<file path="src/rtl/ps2_jump_receiver.sv">
// ps2_jump_receiver
//   PS/2 keyboard receiver that decodes frames into scan codes and turns a
//   chosen make code (space bar by default) into a one-shot jump pulse plus
//   a "held" level.
//
// Parameters
//   SYSTEM_FREQ : clk frequency in Hz
//   TIMEOUT_US  : max idle time between ps2_clk falling edges inside a frame
//   FILTER_LEN  : consecutive equal samples needed to accept a new ps2_clk level
//   JUMP_CODE   : make code that triggers a jump
//
// Ports
//   clk        : system clock
//   reset      : asynchronous, active-low reset
//   ps2_clk    : keyboard clock (input only)
//   ps2_data   : keyboard data (input only)
//   scan_code  : last accepted data byte
//   scan_valid : one-cycle pulse when scan_code updates
//   frame_err  : one-cycle pulse when a frame is discarded
//   jump       : one-cycle pulse on a fresh press of JUMP_CODE
//   jump_held  : high between make and break of JUMP_CODE
//
// Build option
//   PS2_PARITY_CHECK_EN : when defined, frames without odd parity are dropped.
module ps2_jump_receiver #(
  parameter int          SYSTEM_FREQ = 100000000,
  parameter int          TIMEOUT_US  = 2000,
  parameter int          FILTER_LEN  = 8,
  parameter logic [7:0]  JUMP_CODE   = 8'h29
) (
  input  logic       clk,
  input  logic       reset,
  input  logic       ps2_clk,
  input  logic       ps2_data,
  output logic [7:0] scan_code,
  output logic       scan_valid,
  output logic       frame_err,
  output logic       jump,
  output logic       jump_held
);

  localparam int TIMEOUT_CYCLES = SYSTEM_FREQ / 1000000 * TIMEOUT_US;
  localparam int TOW            = $clog2(TIMEOUT_CYCLES + 1);
  localparam int FCW            = $clog2(FILTER_LEN + 1);
  localparam logic [TOW-1:0] TO_MAX   = TOW'(TIMEOUT_CYCLES - 1);
  localparam logic [FCW-1:0] FILT_MAX = FCW'(FILTER_LEN - 1);

  typedef enum logic [1:0] {IDLE, DATA, PARITY, STOP} state_e;

  state_e         state_q, state_d;
  logic [1:0]     clkSync_q, dataSync_q;
  logic [FCW-1:0] filtCnt_q;
  logic           filtClk_q, filtClkDly_q;
  logic [2:0]     bitCnt_q;
  logic [7:0]     shift_q;
  logic [TOW-1:0] toCnt_q;
  logic [7:0]     scanCode_q;
  logic           scanValid_q, frameErr_q, jump_q, jumpHeld_q;
  logic           brk_q, ext_q;
  logic           fall, dataBit, timeout, parityOk;
  logic           frameOk, frameBad, jumpMake, jumpBreak, plainByte;

  assign dataBit = dataSync_q[1];
  // Falling edge of the filtered clock, one cycle after the filter flips.
  assign fall    = filtClkDly_q & ~filtClk_q;
  // A falling edge arriving on the expiry cycle wins over the timeout.
  assign timeout = (state_q != IDLE) && (toCnt_q == TO_MAX) && !fall;

  // Input synchronizers; idle PS/2 lines are high.
  always_ff @(posedge clk or negedge reset) begin
    if (!reset) begin
      clkSync_q  <= 2'b11;
      dataSync_q <= 2'b11;
    end else begin
      clkSync_q  <= {clkSync_q[0], ps2_clk};
      dataSync_q <= {dataSync_q[0], ps2_data};
    end
  end

  // Glitch filter: the level changes only after FILTER_LEN consecutive
  // samples disagree with the current filtered level.
  always_ff @(posedge clk or negedge reset) begin
    if (!reset) begin
      filtCnt_q    <= '0;
      filtClk_q    <= 1'b1;
      filtClkDly_q <= 1'b1;
    end else begin
      filtClkDly_q <= filtClk_q;
      if (clkSync_q[1] == filtClk_q) begin
        filtCnt_q <= '0;
      end else if (filtCnt_q == FILT_MAX) begin
        filtClk_q <= clkSync_q[1];
        filtCnt_q <= '0;
      end else begin
        filtCnt_q <= filtCnt_q + FCW'(1);
      end
    end
  end

  // FSM state register.
  always_ff @(posedge clk or negedge reset) begin
    if (!reset) state_q <= IDLE;
    else        state_q <= state_d;
  end

  // FSM next-state logic.
  always_comb begin
    state_d = state_q;
    if (timeout) begin
      state_d = IDLE;
    end else if (fall) begin
      case (state_q)
        IDLE:    if (!dataBit) state_d = DATA;
        DATA:    if (bitCnt_q == 3'd7) state_d = PARITY;
        PARITY:  state_d = STOP;
        STOP:    state_d = IDLE;
        default: state_d = IDLE;
      endcase
    end
  end

`ifdef PS2_PARITY_CHECK_EN
  logic parity_q;
  always_ff @(posedge clk or negedge reset) begin
    if (!reset)                          parity_q <= 1'b0;
    else if (fall && state_q == PARITY)  parity_q <= dataBit;
  end
  assign parityOk = ^{shift_q, parity_q};
`else
  assign parityOk = 1'b1;
`endif

  // FSM output decode: frame accept/drop and key interpretation.
  always_comb begin
    frameOk   = fall && (state_q == STOP) && dataBit && parityOk;
    frameBad  = timeout || (fall && (state_q == STOP) && !(dataBit && parityOk));
    plainByte = (shift_q != 8'hF0) && (shift_q != 8'hE0);
    jumpMake  = frameOk && plainByte && (shift_q == JUMP_CODE) && !ext_q && !brk_q;
    jumpBreak = frameOk && plainByte && (shift_q == JUMP_CODE) && !ext_q && brk_q;
  end

  // Bit shifting and the inter-edge timeout counter.
  always_ff @(posedge clk or negedge reset) begin
    if (!reset) begin
      bitCnt_q <= '0;
      shift_q  <= '0;
      toCnt_q  <= '0;
    end else begin
      if (state_q == IDLE || fall) toCnt_q <= '0;
      else                         toCnt_q <= toCnt_q + TOW'(1);
      if (state_q == IDLE) begin
        bitCnt_q <= '0;
      end else if (fall && state_q == DATA) begin
        shift_q  <= {dataBit, shift_q[7:1]};
        bitCnt_q <= bitCnt_q + 3'd1;
      end
    end
  end

  // Registered outputs and prefix flags. Flags survive F0/E0 and are
  // consumed by the next ordinary byte.
  always_ff @(posedge clk or negedge reset) begin
    if (!reset) begin
      scanCode_q  <= 8'h00;
      scanValid_q <= 1'b0;
      frameErr_q  <= 1'b0;
      jump_q      <= 1'b0;
      jumpHeld_q  <= 1'b0;
      brk_q       <= 1'b0;
      ext_q       <= 1'b0;
    end else begin
      scanValid_q <= frameOk;
      frameErr_q  <= frameBad;
      jump_q      <= jumpMake && !jumpHeld_q;
      if (jumpMake)  jumpHeld_q <= 1'b1;
      if (jumpBreak) jumpHeld_q <= 1'b0;
      if (frameOk) begin
        scanCode_q <= shift_q;
        if (shift_q == 8'hF0) begin
          brk_q <= 1'b1;
        end else if (shift_q == 8'hE0) begin
          ext_q <= 1'b1;
        end else begin
          brk_q <= 1'b0;
          ext_q <= 1'b0;
        end
      end
    end
  end

  assign scan_code  = scanCode_q;
  assign scan_valid = scanValid_q;
  assign frame_err  = frameErr_q;
  assign jump       = jump_q;
  assign jump_held  = jumpHeld_q;

endmodule

</file>
<file path="config.mk">
export PLATFORM = sky130hd
export DESIGN_NAME = ps2_jump_receiver
export DESIGN_NICKNAME = d
export VERILOG_FILES = /design/src/rtl/ps2_jump_receiver.sv
export SDC_FILE = /design/constraint.sdc
export NUM_CORES = 1
export LEC_CHECK = 0
export CAP_MARGIN = 30
export CORE_MARGIN = 5
export CORE_UTILIZATION = 54
export CTS_BUF_LIST = sky130_fd_sc_hd__clkbuf_16
export DETAILED_ROUTE_END_ITERATION = 12
export DONT_BUFFER_PORTS = 1
export PLACE_DENSITY = 0.83
export SYNTH_ARGS = -nofsm -noshare
export SYNTH_HDL_FRONTEND = slang
export SYNTH_SLANG_ARGS = --single-unit
</file>
<file path="constraint.sdc">
create_clock -name clk -period 1.8 [get_ports clk]
set_input_delay 0.36 -clock clk [delete_from_list [all_inputs] [get_ports clk]]
set_output_delay 0.36 -clock clk [all_outputs]
set_load 0.02 [all_outputs]
</file>
* Word-level counts from Yosys, hierarchy flattened *
Index checks and enable logic that the tools add are counted.

word-level totals
  logic and storage cells = 84
  bits in registers = 55
  output and inout port bits = 12
  input bits = 4

operators by class
  bitwise operators = 5
  equal/unequal tests = 15
  reductions and logical operators = 30
  $add $sub $neg = 3
  mux-type cells = 15

operators by type and width
  cell                   count
  $add 18x1->18 const B  1
  $eq 18x18->1 const B   1
  $mux 18                1
  $eq 8x8->1 const B     2
  $ne 8x8->1 const B     2
  $logic_and 1x1->1      13
  $eq 8x6->1 const B     1
  $mux 2                 4
  $mux 4                 2
  $pmux 2 s4             1
  $reduce_and 2->1       4
  $reduce_bool 2->1      4
  $mux 3                 2
  $ne 3x3->1 const B     2
  $logic_not 1->1        5
  $mux 1                 5
  $add 4x1->4 const B    1
  $eq 2x2->1 const B     2
  $eq 4x3->1 const B     1
  $not 1->1              4
  $add 3x1->3 const B    1
  $eq 3x3->1 const B     1
  $reduce_and 3->1       1
  $eq 2x1->1 const B     1
  other kinds (5)        6

* Depth between registers and ports, before layout *
Gate-level depths: netlist (run 1).

  depth in word-level cells = 10
  gate-level depth with buffers = 6
  mapped depth without buffers = 6

* Worst setup path before layout (run 1) *
OpenSTA, ideal clock, no wires.

  path kind = flip-flop to flip-flop
  from = register state_q[0]
  to = register toCnt_q[14]
  setup slack = 75 ps
  stages on the path, launching flop included = 7
  library setup time = 66 ps
  arrival time = 1659 ps
  required time = 1734 ps
  path buffers = 1
  clock period less this slack = 1725 ps
  cell sequence = dfrtp_1 -> inv_1 -> ha_1 -> or2_1 -> clkbuf_8 -> or4_1 -> nand2_1

between the ends
  longest elaborated chain between the ends = 3

ends and longest elaborated chain
  what                      RTL line  source
  start: declaration        50        state_e state_q, state_d;
  start signal: assignment  103       else state_q <= state_d;
  $logic_not 2->1           149       if (state_q == IDLE || fall) toCnt_q <= '0;
  $logic_or 1x1->1          149
  $mux 18                   149
  end signal: assignment    150       else toCnt_q <= toCnt_q + TOW'(1);
  end: declaration          56        logic [TOW-1:0] toCnt_q;

No other way between the ends.
A chain may end at the register's enable or synchronous reset.

* Worst setup path in the final report (run 1) *
  from = register state_q[1]
  to = register state_q[1]

between the ends
  longest elaborated chain between the ends = 5
  elaborated cells between the ends (all ways) = 14
  those cells by class = eq/ne: 5; mux: 3; reduce/logical: 6

ends and longest elaborated chain
  what
  parallel branches: the longest is 5 deep, another holds $pmux 2 s4

Several ways; the timed one is not identified. The select of a mux whose other input is x is not followed.

==> results.md, run 1 <==
Timing:
- The worst pin sits at a relative slew slack of about three quarters.
- The number of hold violations in the final report is 0.
- The worst clock skew is 0.00988 ns.
- The final critical path takes up 95.5% of the cycle.
- The max-slew violation count is 0.
- Setup repair after global routing left no endpoint under its margin.
- The final critical path time including I/O delays and setup is 1.72 ns.
- At the pin with the least slew margin, the transition time is approximately 0.35 ns.
- Setup violations remaining at the end of the flow were counted as 0.
- The upper clock frequency limit is 582 MHz.

Place:
- The placement-stage cell area is between 2000 and 3000 sq um.
- The congestion estimate from routability-driven global placement came to 0.718.
- The HPWL reported at the end of detailed placement is slightly below 3000 microns.
- Port buffering added 0 buffers.
- The placed cell count is 262.

Power and ir drop:
- The switching portion of total power is between 30% and 40%.
- The internal power of the cells is around 0.0023 W.
- The share of total power dissipated in combinational logic is a little under a quarter.
- IR analysis of the VDD net gives a maximum drop of 0.875 mV.
- The analysis attributes to net switching a power of 0.00100 W.
- The proportion of power drawn by flip-flops and latches is 48.4%.
- In this run the static leakage power is 1.29 nW.
- The ratio of total power to cell area is roughly 1200 nW/um^2.
- The clock network burns 28.1% of the power.

Global routing:
- The number of antenna violations at the first check in global routing is 0.
- The remaining global-route overflow is 0.
- The pin count of the biggest net entering global routing is 56.
- Global routing used 16.6% of the available tracks.
- The number of global-route vias before repair came to 1,712.
- The first global-routing pass estimated 7870 microns of wire.

Run:
- The count of maximum capacitance violations is 0.

Die:
- The die covers 5920 sq um.
- The total area inside the core boundary comes to 4350 sq um.
- The floorplan has 24 rows.
- The y dimension of the die is 76.9 microns.
- Pin placement for this block handled 16 I/O pins.
- The overall die width is 76.9 microns.
- The effective utilization at floorplan is a little under three fifths.

Detailed routing:
- The wire length on met2 is around 2300 microns.
- Summed over all layers, the routed wires come to between 4000 and 5000 microns.
- In this run the top signal layer used is met4.
- The average wire per cell in the routed design is 15.8 microns.
- In this run the remaining antenna-violating nets after routing total 0.
- After detailed routing, the number of remaining DRC violations is 0.
- The length of the first detailed-routing pass in iterations is 4.
- For this block, wires on met1 add up to 1770 microns.
- In this run, the number of DRC markers left after iteration 0 of detailed routing was 46.
- The met3 wirelength from detailed routing is 166 microns.
- The final route contains 1,562 vias.
- The average via count per standard cell is 5.70.

CTS:
- Clock-pin slew was measured on the worst setup and hold paths at around 0.060 ns.
- The number of H-tree branching levels is 2.
- The CTS tree is built.
- The clock latency at the later pin of the worst-skew pair is 0.29 ns.
- The maximum clock path buffer count is 2.
- The CTS sink count is 55.
- The root buffer cell chosen for the clock tree is sky130_fd_sc_hd__clkbuf_16.
- TritonCTS created 5 clock buffers.

Logic synthesis:
- After Yosys synthesis, full adders, half adders and majority gates account for 4.66% of the synthesized area.
- The number of distinct library cell variants in the gate-level netlist after synthesis is 40.
- Of the total synthesized cell area, the portion taken by AND, OR, NAND and NOR gates is 18.0%.
- The proportion of synthesized flip-flops having asynchronous set or reset is 100%.
- The most used flip-flop cell after synthesis is sky130_fd_sc_hd__dfrtp_1.
- The warning count from the yosys run is 0.
- In this run, synthesis inferred 0 flip-flops with an integrated enable.
- Summing every instance area after synthesis gives 2420 sq um.
- Counting flops and latches in the post-synthesis netlist gives 55.
- The gate count of the mapped netlist is 205.
- The number of nets handed over by synthesis was roughly 220.
- After synthesis, the largest family of logic cells by area is simple AND/OR/NAND/NOR gates.
- Measured against the total synthesized area, the mux share comes to 7.86%.
- The share of the yosys chip area belonging to registers is between 50% and 60%.
- Summing the areas of all compound-gate instances in the mapped netlist gives approximately 5.7% of the synthesized area.
- Summing the areas of all xor and xnor instances in the mapped netlist gives under 10% of the synthesized area.
- Dividing the synthesized area by the synthesized cell count gives roughly 12 sq um.

Worst setup path:
- The required arrival time at the worst endpoint is 1.96 ns.
- The critical path is of the register to register type.
- The maximum fanout encountered on the critical timing path is 7.
- The slowest stage cell on the critical path is sky130_fd_sc_hd__dfrtp_1.
- The worst setup path is launched from a register.
- The number of cell instances on the worst register-to-register path is 6.
- The worst endpoint data arrival time is approximately 1.9 ns.
- STA classifies the critical path endpoint as a register.
- Walking the worst path, the cells encountered are inv_1 > ha_2 > or2_1 > nor4_1 > buf_4 > o21ai_0.
- The largest incremental delay on the critical path is between 0.3 and 0.4 ns.

Final layout:
- After the last flow step, the layout net total stands at 234.
- The synthesis-to-finish area growth is 13.2%.
- The post-route standard cell area excluding fillers is 2740 sq um.
- Measured on the finished design, the core utilization comes to 62.9%.
- The layout cell share with drive strength beyond 1 is 22.5%.
- The commonest non-fill, non-tap cell in the layout is sky130_fd_sc_hd__dfrtp_1.
- For this run, the number of standard cells in the final layout without fillers is 274.
- In the layout the commonest cells are 49 x sky130_fd_sc_hd__dfrtp_1, 21 x sky130_fd_sc_hd__nor2_1, 17 x sky130_fd_sc_hd__nand2_1.
- The antenna diode instance count is 0.

Hold path:
- Along the worst hold path, the cell count comes to 0.
- The kind of path behind the tightest hold check is primary input to register.

Outcome:
- The flow ran to the end, and the final reports show no timing, DRC or antenna violations.
[power groups by stage]
stage          Sequential, W  Combinational, W  Clock, W
2_1_floorplan        0.00157          0.000519         0
3_3_place_gp         0.00159          0.000637         0
3_5_place_dp         0.00160          0.000680         0
4_1_cts              0.00158          0.000725  0.000940
5_1_grt              0.00161          0.000875   0.00103
6_report             0.00158          0.000769  0.000922
[cell type report]
cell class / instances / area, sq um
Clock buffer: 5 / 125
Clock inverter: 3 / 16.3
Fill cell: 328 / 1620
Inverter: 6 / 22.5
Multi-Input combinational cell: 141 / 1010
Sequential cell: 55 / 1380
Tap cell: 52 / 65.1
Timing Repair Buffer: 12 / 113
[flip-flops by register name (all words and copies together) (netlist names)]
name / count
filtCnt_q: 4
bitCnt_q: 3
jump_held: 1
scan_valid: 1
brk_q: 1
filtClkDly_q: 1
toCnt_q: 18
filtClk_q: 1
jump: 1
dataSync_q: 2
shift_q: 8
ext_q: 1
scan_code: 8
state_q: 2
frame_err: 1
clkSync_q: 2
[Yosys cell counts (3+ instances only)]
library cell              number  area (sq um)
sky130_fd_sc_hd__dfrtp_1      49          1230
sky130_fd_sc_hd__nor2_1       21          78.8
sky130_fd_sc_hd__nand2_1      17          63.8
sky130_fd_sc_hd__mux2_2       16           180
sky130_fd_sc_hd__a21oi_1       9          45.0
sky130_fd_sc_hd__ha_1          9           113
sky130_fd_sc_hd__nand3_1       9          45.0
sky130_fd_sc_hd__xor2_1        9          78.8
sky130_fd_sc_hd__dfstp_2       6           158
sky130_fd_sc_hd__inv_1         6          22.5
sky130_fd_sc_hd__o21ai_0       6          30.0
sky130_fd_sc_hd__nand4_1       4          25.0
sky130_fd_sc_hd__or4_1         4          30.0
sky130_fd_sc_hd__xnor2_1       4          35.0
sky130_fd_sc_hd__and4_4        3          33.8
sky130_fd_sc_hd__o31ai_1       3          22.5
[per-layer routing]
layer / up-vias / GRT usage, %
met2: 29 / 28.4
met5: - / 0
met1: 773 / 19.5
met3: 9 / 5.04
met4: 0 / 6.12
li1: 751 / -
[path summary, 6_finish.rpt]
check                               from       endpoint  slack (ns)
max in group asynchronous          reset  dataSync_q[1]        0.91
min                              ps2_clk   clkSync_q[0]        0.06
max reg2reg                   state_q[1]     state_q[1]        0.08
max                           state_q[1]     state_q[1]        0.08
min in group asynchronous          reset   scan_code[5]        0.60
min reg2reg                dataSync_q[0]  dataSync_q[1]        0.36
[repair_timing]
action,in CTS,in global routing
setup endpoints to repair,8,12
hold buffers,2,0
pin swaps,0,0
buffers inserted,0,2
endpoints found under the hold margin,55,0
gates resized for setup,1,5
[worst max-delay path: cells and delay by family, from the launching register on]
family	cells	cell delay [ns]
flops	1	0.39
fa+ha+maj	1	0.24
buf+inv	2	0.28
compound gates	1	0.09
simple gates	2	0.60
[metrics by stage]
| step | setup WS (ns) | setup TNS, ns | hold WS, ns | total power (W) |
|---|---|---|---|---|
| after CTS | 0.0101 | 0 | 0.0615 | 0.00324 |
| after floorplan | 0.0745 | 0 | 0.0644 | 0.00209 |
| after global routing | 0.00167 | 0 | 0.0447 | 0.00351 |
| after detailed placement | -0.000150 | -0.000150 | 0.0657 | 0.00228 |
| after global placement | 0.0712 | 0 | 0.0656 | 0.00222 |
| final | 0.0814 | 0 | 0.0649 | 0.00328 |
[cell families (layout without fill, tap and decap cells)]
family                     count (synthesis)  after routing
and+or+nand+nor                           79             79
DFF                                       55             55
AOI/OAI and AO/OA                         23             23
muxes                                     17             17
xor gates and xnor gates                  13             13
adders and majority gates                  9              9
buffers and inverters                      9             26
No activity file was read; power rests on OpenSTA's default activity.
==> run 2: changes to the inputs <==
Settings changed: CORE_UTILIZATION 54 to 50, CTS_BUF_LIST sky130_fd_sc_hd__clkbuf_16 to sky130_fd_sc_hd__clkbuf_4 sky130_fd_sc_hd__clkbuf_8, PLACE_DENSITY 0.83 to 0.79, SKIP_CTS_REPAIR_TIMING from default to 1.
==> results.md, run 2 (synthesis results as in run 1) <==
Outcome:
- The run finished with clean final reports.

Global routing:
- The global-route wire length before repair is 7210 microns (-8.4%).
- The number of global-route vias before repair is 1,573 (-8.1%).
- The remaining global-route overflow came to 0 (unchanged).
- The overall track demand over capacity in global routing is 14.7% (-1.9 points).
- The pin count of the biggest net entering global routing came to 56 (unchanged).
- The number of antenna violations at the first check in global routing is 0 (unchanged).

Timing:
- The part of the cycle the worst path needs is 93.4% (-2.0 points).
- Setup repair after global routing left no endpoint under its margin.
- The upper clock frequency limit is 595 MHz (+2.2%).
- The final setup violation count is 0 (unchanged).
- The final sum of negative setup slack is 0 ns (unchanged).
- The slew at the pin closest to its max-slew limit came to 0.427 ns (+0.0773 ns).
- The worst clock skew is 0.00875 ns (-0.00113 ns).
- The remaining max-slew budget at the tightest pin is 71.2% (-5.4 points).
- The max-slew violation count was 0 (unchanged).
- The final critical path time including I/O delays and setup is 1.68 ns (-0.0368 ns).
- The number of hold violations in the final report is 0 (unchanged).

Final layout:
- The layout cell share with drive strength beyond 1 is 23.9% (+1.4 points).
- The number of nets in the layout is 234 (unchanged).
- The final cell utilization of the core is 57.6% (-5.3 points).
- The flip-flop count of the largest register, all copies and words added is 18 (unchanged).
- The register with the most flip-flops in the final layout is toCnt_q.
- The synthesis-to-finish area growth is 12.6%.
- The antenna diode instance count came to 0 (unchanged).
- The filler cell count in the final layout is 377 (+15%).
- The area used by multi-input combinational logic is 1010 sq um (-0.62%).
- Leaving out fill and tap cells, the most frequent cells in the layout are 49 x sky130_fd_sc_hd__dfrtp_1, 21 x sky130_fd_sc_hd__nor2_1, 17 x sky130_fd_sc_hd__nand2_1.
- The commonest non-fill, non-tap cell in the layout is sky130_fd_sc_hd__dfrtp_1.
- The total area of sequential cells was 1380 sq um (unchanged).

Power and ir drop:
- The ratio of total power to cell area is 1150 nW/um^2 (-4.0%).
- The power after layout came to 0.00313 W (-4.6%).
- The static leakage power is 1.28 nW (-1.1%).
- The peak supply drop is 0.795 mV (-9.1%).

Detailed routing:
- The total DRC errors in the routed layout is 0 (unchanged).
- The average wire per cell in the routed design came to 14.2 microns (-10%).
- The initial DRC count is 58 (+26%).
- The length of the first detailed-routing pass in iterations is 4 (unchanged).
- The wire length after detailed routing is 4100 microns (-5.5%).
- The average via count per standard cell was 5.43 (-4.7%).
- The via count is 1,570 (+0.51%).
- The number of antenna-violating nets in the routed design came to 0 (unchanged).

CTS:
- The clock latency at the later pin of the worst-skew pair came to 0.31 ns (+0.02 ns).
- TritonCTS built the clock tree.
- The TritonCTS buffer count is 5 (unchanged).
- The maximum clock path buffer count was 2 (unchanged).
- The root buffer cell is sky130_fd_sc_hd__clkbuf_8.
- The number of H-tree branching levels is 2 (unchanged).
- The clock-pin slew on the worst setup and hold paths is 0.09 ns (+0.03 ns).
- The CTS sink count is 55 (unchanged).

Place:
- The routability-driven placement congestion ratio is 0.776 (+8.1%).
- The count of input and output buffers was 0 (unchanged).
- The HPWL reported at the end of detailed placement is 2830 microns (-2.4%).

Die:
- The core outline area is 4720 sq um (+8.5%).
- The y dimension of the die came to 79.6 microns (+3.4%).
- The total die area came to 6330 sq um (+6.9%).
- The effective utilization at floorplan is 51.2% (-4.3 points).
- The number of rows created at floorplan is 25 (+4.2%).
- The overall die width is 79.6 microns (+3.4%).
- The number of top-level design ports is 16 (unchanged).

Worst setup path:
- The worst path buffer plus inverter count is 0 (-2).
- The largest delay contributor family on the critical path is simple AND/OR/NAND/NOR gates.
- The slowest stage cell on the critical path is sky130_fd_sc_hd__or4_1.
- Traced cell by cell, the critical path runs through ha_2 > and4_4 > nand3_2 > or4_1 > a21oi_1.
- The largest incremental delay on the critical path is 0.49 ns (+0.10 ns).
- The nature of the critical path startpoint is a register.
- The worst endpoint data arrival time came to 1.92 ns (+0.04 ns).
- The type of the worst setup path is register to register.
- The endpoint kind of the worst setup timing path is a register.
- The maximum fanout encountered on the critical timing path is 5 (-2).
- The required arrival time at the worst endpoint is 2.04 ns (+0.08 ns).

Hold path:
- The kind of path behind the tightest hold check is primary input to register.

Run:
- The count of maximum capacitance violations is 0 (unchanged).
## run 2: cell types whose count changed in the layout (fill, tap and decap cells not counted), sizes merged
cell	change
inv	-2
bufinv	+1
clkinv	+1
## run 2: metal layers
layer / share of wire (%) / global-route usage [%]
met5: 0 / 0
met4: 2.0 / 7.22
met3: 3.7 / 3.39
met2: 51 / 23.9
met1: 43 / 18.4
## run 2: power by group
part	total (W)	switching, W	internal [W]
Clock	0.000811	0.000396	0.000414
Sequential	0.00157	0.000153	0.00142
Combinational	0.000746	0.000410	0.000335
Total	0.00313	0.000960	0.00217
## run 2: worst register-to-register path, cell delays in order (launching register included)
cell	delay, ns
sky130_fd_sc_hd__dfrtp_1	0.38
sky130_fd_sc_hd__ha_2	0.21
sky130_fd_sc_hd__and4_4	0.25
sky130_fd_sc_hd__nand3_2	0.13
sky130_fd_sc_hd__or4_1	0.49
sky130_fd_sc_hd__a21oi_1	0.15
## run 2: layout make-up
cell class | instances | share of cell area [%]
clock buffers | 5 | 2.53
clock inverters | 3 | 1.61
inverters | 6 | 0.827
multi-input cells | 141 | 37.0
flip-flops and latches | 55 | 50.8
well taps | 67 | 3.08
repair buffers | 12 | 4.14
## run 2: per-stage QoR
step	setup WS, ns	hold slack (ns)	cells	cell area, sq um
after global routing	0.0127	0.0101	289	2720
after global placement	0.0662	0.0657	278	2550
after detailed placement	0.0537	0.0658	278	2550
after CTS	0.0290	-0.282	286	2660
after floorplan	0.0745	0.0644	205	2420
final	0.118	0.0393	289	2720
## run 2: final timing paths
check	depth (start not counted)	from	endpoint	slack [ns]
max	5	toCnt_q[1]	toCnt_q[16]	0.12
min	0	ps2_data	dataSync_q[0]	0.04
max reg2reg	5	toCnt_q[1]	toCnt_q[16]	0.12
min reg2reg	0	clkSync_q[0]	clkSync_q[1]	0.36
max in group asynchronous	2	reset	clkSync_q[0]	0.95
min in group asynchronous	2	reset	scan_valid	0.55
==> run 3: changes to the inputs <==
Settings changed: CTS_CLUSTER_SIZE from default to 40, MAX_ROUTING_LAYER from default to met4.
==> results.md, run 3 (synthesis results as in run 1) <==
Outcome:
- The run finished with clean final reports.

Timing:
- The final critical path time including I/O delays and setup is 1.68 ns (-0.00381 ns).
- Setup repair after global routing left no endpoint under its margin.
- The number of hold violations in the final report is 0 (unchanged).
- The tightest hold margin came to 0.0388 ns (-0.000466 ns).
- The worst clock skew is 0.00956 ns (+0.000813 ns).
- The final critical-path setup slack is 0.122 ns (+0.00380 ns).
- The slew at the pin closest to its max-slew limit is 0.427 ns (+0.000174 ns).
- The final setup violation count is 0 (unchanged).
- The upper clock frequency limit is 596 MHz (+0.23%).
- The part of the cycle the worst path needs is 93.2% (-0.21 points).
- The remaining max-slew budget at the tightest pin came to 71.2% (about the same).
- The max-slew violation count is 0 (unchanged).
- The final sum of negative setup slack is 0 ns (unchanged).

Worst setup path:
- The endpoint kind of the worst setup timing path is a register.
- The critical path goes through ha_2 > and4_4 > nand3_2 > or4_1 > a21oi_1.
- The type of the worst setup path is register to register.
- The slowest stage of the critical path is the sky130_fd_sc_hd__or4_1 cell.
- The required arrival time at the worst endpoint is 2.04 ns (about the same).
- The maximum fanout encountered on the critical timing path is 5 (unchanged).
- The worst endpoint data arrival time is 1.92 ns (about the same).
- The largest incremental delay on the critical path was 0.49 ns (about the same).
- The nature of the critical path startpoint is a register.
- The worst path buffer plus inverter count is 0 (unchanged).
- The largest delay contributor family on the critical path is simple AND/OR/NAND/NOR gates.

Final layout:
- The final cell utilization of the core is 57.6% (unchanged).
- toCnt_q holds more flip-flops than any other register.
- The layout cell share with drive strength beyond 1 is 23.9% (unchanged).
- The post-route standard cell area excluding fillers is 2720 sq um (unchanged).
- The synthesis-to-finish area growth was 12.6% (unchanged).
- In the layout the commonest cells are 49 x sky130_fd_sc_hd__dfrtp_1, 21 x sky130_fd_sc_hd__nor2_1, 17 x sky130_fd_sc_hd__nand2_1.
- The flip-flop count of the largest register, all copies and words added was 18 (unchanged).
- The antenna diode instance count was 0 (unchanged).
- Leaving out fill and tap cells, the most frequent cell in the layout is sky130_fd_sc_hd__dfrtp_1.
- The number of nets in the layout is 234 (unchanged).

Detailed routing:
- The average via count per standard cell was 5.44 (+0.19%).
- The wire length after detailed routing is 4060 microns (-1.0%).
- The total DRC errors in the routed layout is 0 (unchanged).
- The initial DRC count came to 69 (+19%).
- The number of antenna-violating nets in the routed design is 0 (unchanged).
- The via count came to 1,573 (+0.19%).
- The length of the first detailed-routing pass in iterations is 4 (unchanged).
- The average wire per cell in the routed design is 14.0 microns (-1.0%).

Global routing:
- The remaining global-route overflow was 0 (unchanged).
- The overall track demand over capacity in global routing came to 15.1% (+0.40 points).
- The number of antenna violations at the first check in global routing came to 0 (unchanged).
- The global-route wire length before repair is 7200 microns (about the same).
- The pin count of the biggest net entering global routing is 56 (unchanged).
- The number of global-route vias before repair is 1,577 (+0.25%).

CTS:
- In this run the clock root is driven by a sky130_fd_sc_hd__clkbuf_8.
- The clock-pin slew on the worst setup and hold paths is 0.09 ns (about the same).
- The TritonCTS buffer count is 5 (unchanged).
- The clock latency at the later pin of the worst-skew pair was 0.31 ns (about the same).
- The CTS sink count is 55 (unchanged).
- The maximum clock path buffer count is 2 (unchanged).
- TritonCTS built the clock tree.
- The number of H-tree branching levels came to 2 (unchanged).

Die:
- The core outline area came to 4720 sq um (unchanged).
- The y dimension of the die came to 79.6 microns (unchanged).
- The total die area came to 6330 sq um (unchanged).
- The overall die width was 79.6 microns (unchanged).
- The effective utilization at floorplan is 51.2% (unchanged).
- The number of top-level design ports came to 16 (unchanged).
- The number of rows created at floorplan came to 25 (unchanged).

Place:
- The routability-driven placement congestion ratio is 0.786 (+1.4%).
- The HPWL reported at the end of detailed placement is 2830 microns (unchanged).
- The worst slack at placement was 0.0537 ns (unchanged).
- The count of input and output buffers was 0 (unchanged).
- The placement-stage cell area was 2550 sq um (unchanged).

Power and ir drop:
- The peak supply drop is 0.792 mV (-0.39%).
- The static leakage power was 1.28 nW (unchanged).
- The ratio of total power to cell area came to 1150 nW/um^2 (-0.11%).

Run:
- The count of maximum capacitance violations was 0 (unchanged).

Hold path:
- The kind of path behind the tightest hold check is primary input to register.
-- run 3: per-layer routing --
layer / routed length (microns) / global-route usage [%]
met1: 1690 / 18.2
met3: 169 / 3.39
met5: 0 / -
met4: 85 / 7.22
met2: 2110 / 24.0
-- run 3: final timing paths --
| path | startpoint | to | slack (ns) | depth (start not counted) |
|---|---|---|---|---|
| min reg2reg | clkSync_q[0] | clkSync_q[1] | 0.36 | 0 |
| max reg2reg | toCnt_q[1] | toCnt_q[16] | 0.12 | 5 |
| max in group asynchronous | reset | clkSync_q[0] | 0.95 | 2 |
| max | toCnt_q[1] | toCnt_q[16] | 0.12 | 5 |
| min | ps2_data | dataSync_q[0] | 0.04 | 0 |
| min in group asynchronous | reset | scan_code[0] | 0.56 | 2 |
-- run 3: report_power, final --
group	switching [W]	internal, W
clock	0.000395	0.000414
sequential	0.000153	0.00142
combinational	0.000409	0.000335
total	0.000957	0.00217
-- run 3: worst register-to-register path, stage by stage, from the launching register on --
cell and delay, ns:
sky130_fd_sc_hd__dfrtp_1 0.38, sky130_fd_sc_hd__ha_2 0.21, sky130_fd_sc_hd__and4_4 0.25, sky130_fd_sc_hd__nand3_2 0.13
sky130_fd_sc_hd__or4_1 0.49, sky130_fd_sc_hd__a21oi_1 0.15
-- run 3: through the flow --
step / power [W] / instances
after floorplan: 0.00209 / 205
after global placement: 0.00224 / 278
after detailed placement: 0.00227 / 278
after CTS: 0.00308 / 286
after global routing: 0.00333 / 289
final: 0.00312 / 289
-- run 3: cell type report --
class | instances | area (sq um)
Clock inverter | 3 | 43.8
Tap cell | 67 | 83.8
Timing Repair Buffer | 12 | 113
Fill cell | 379 | 2000
Sequential cell | 55 | 1380
Multi-Input combinational cell | 141 | 1010
Inverter | 6 | 22.5
Clock buffer | 5 | 68.8
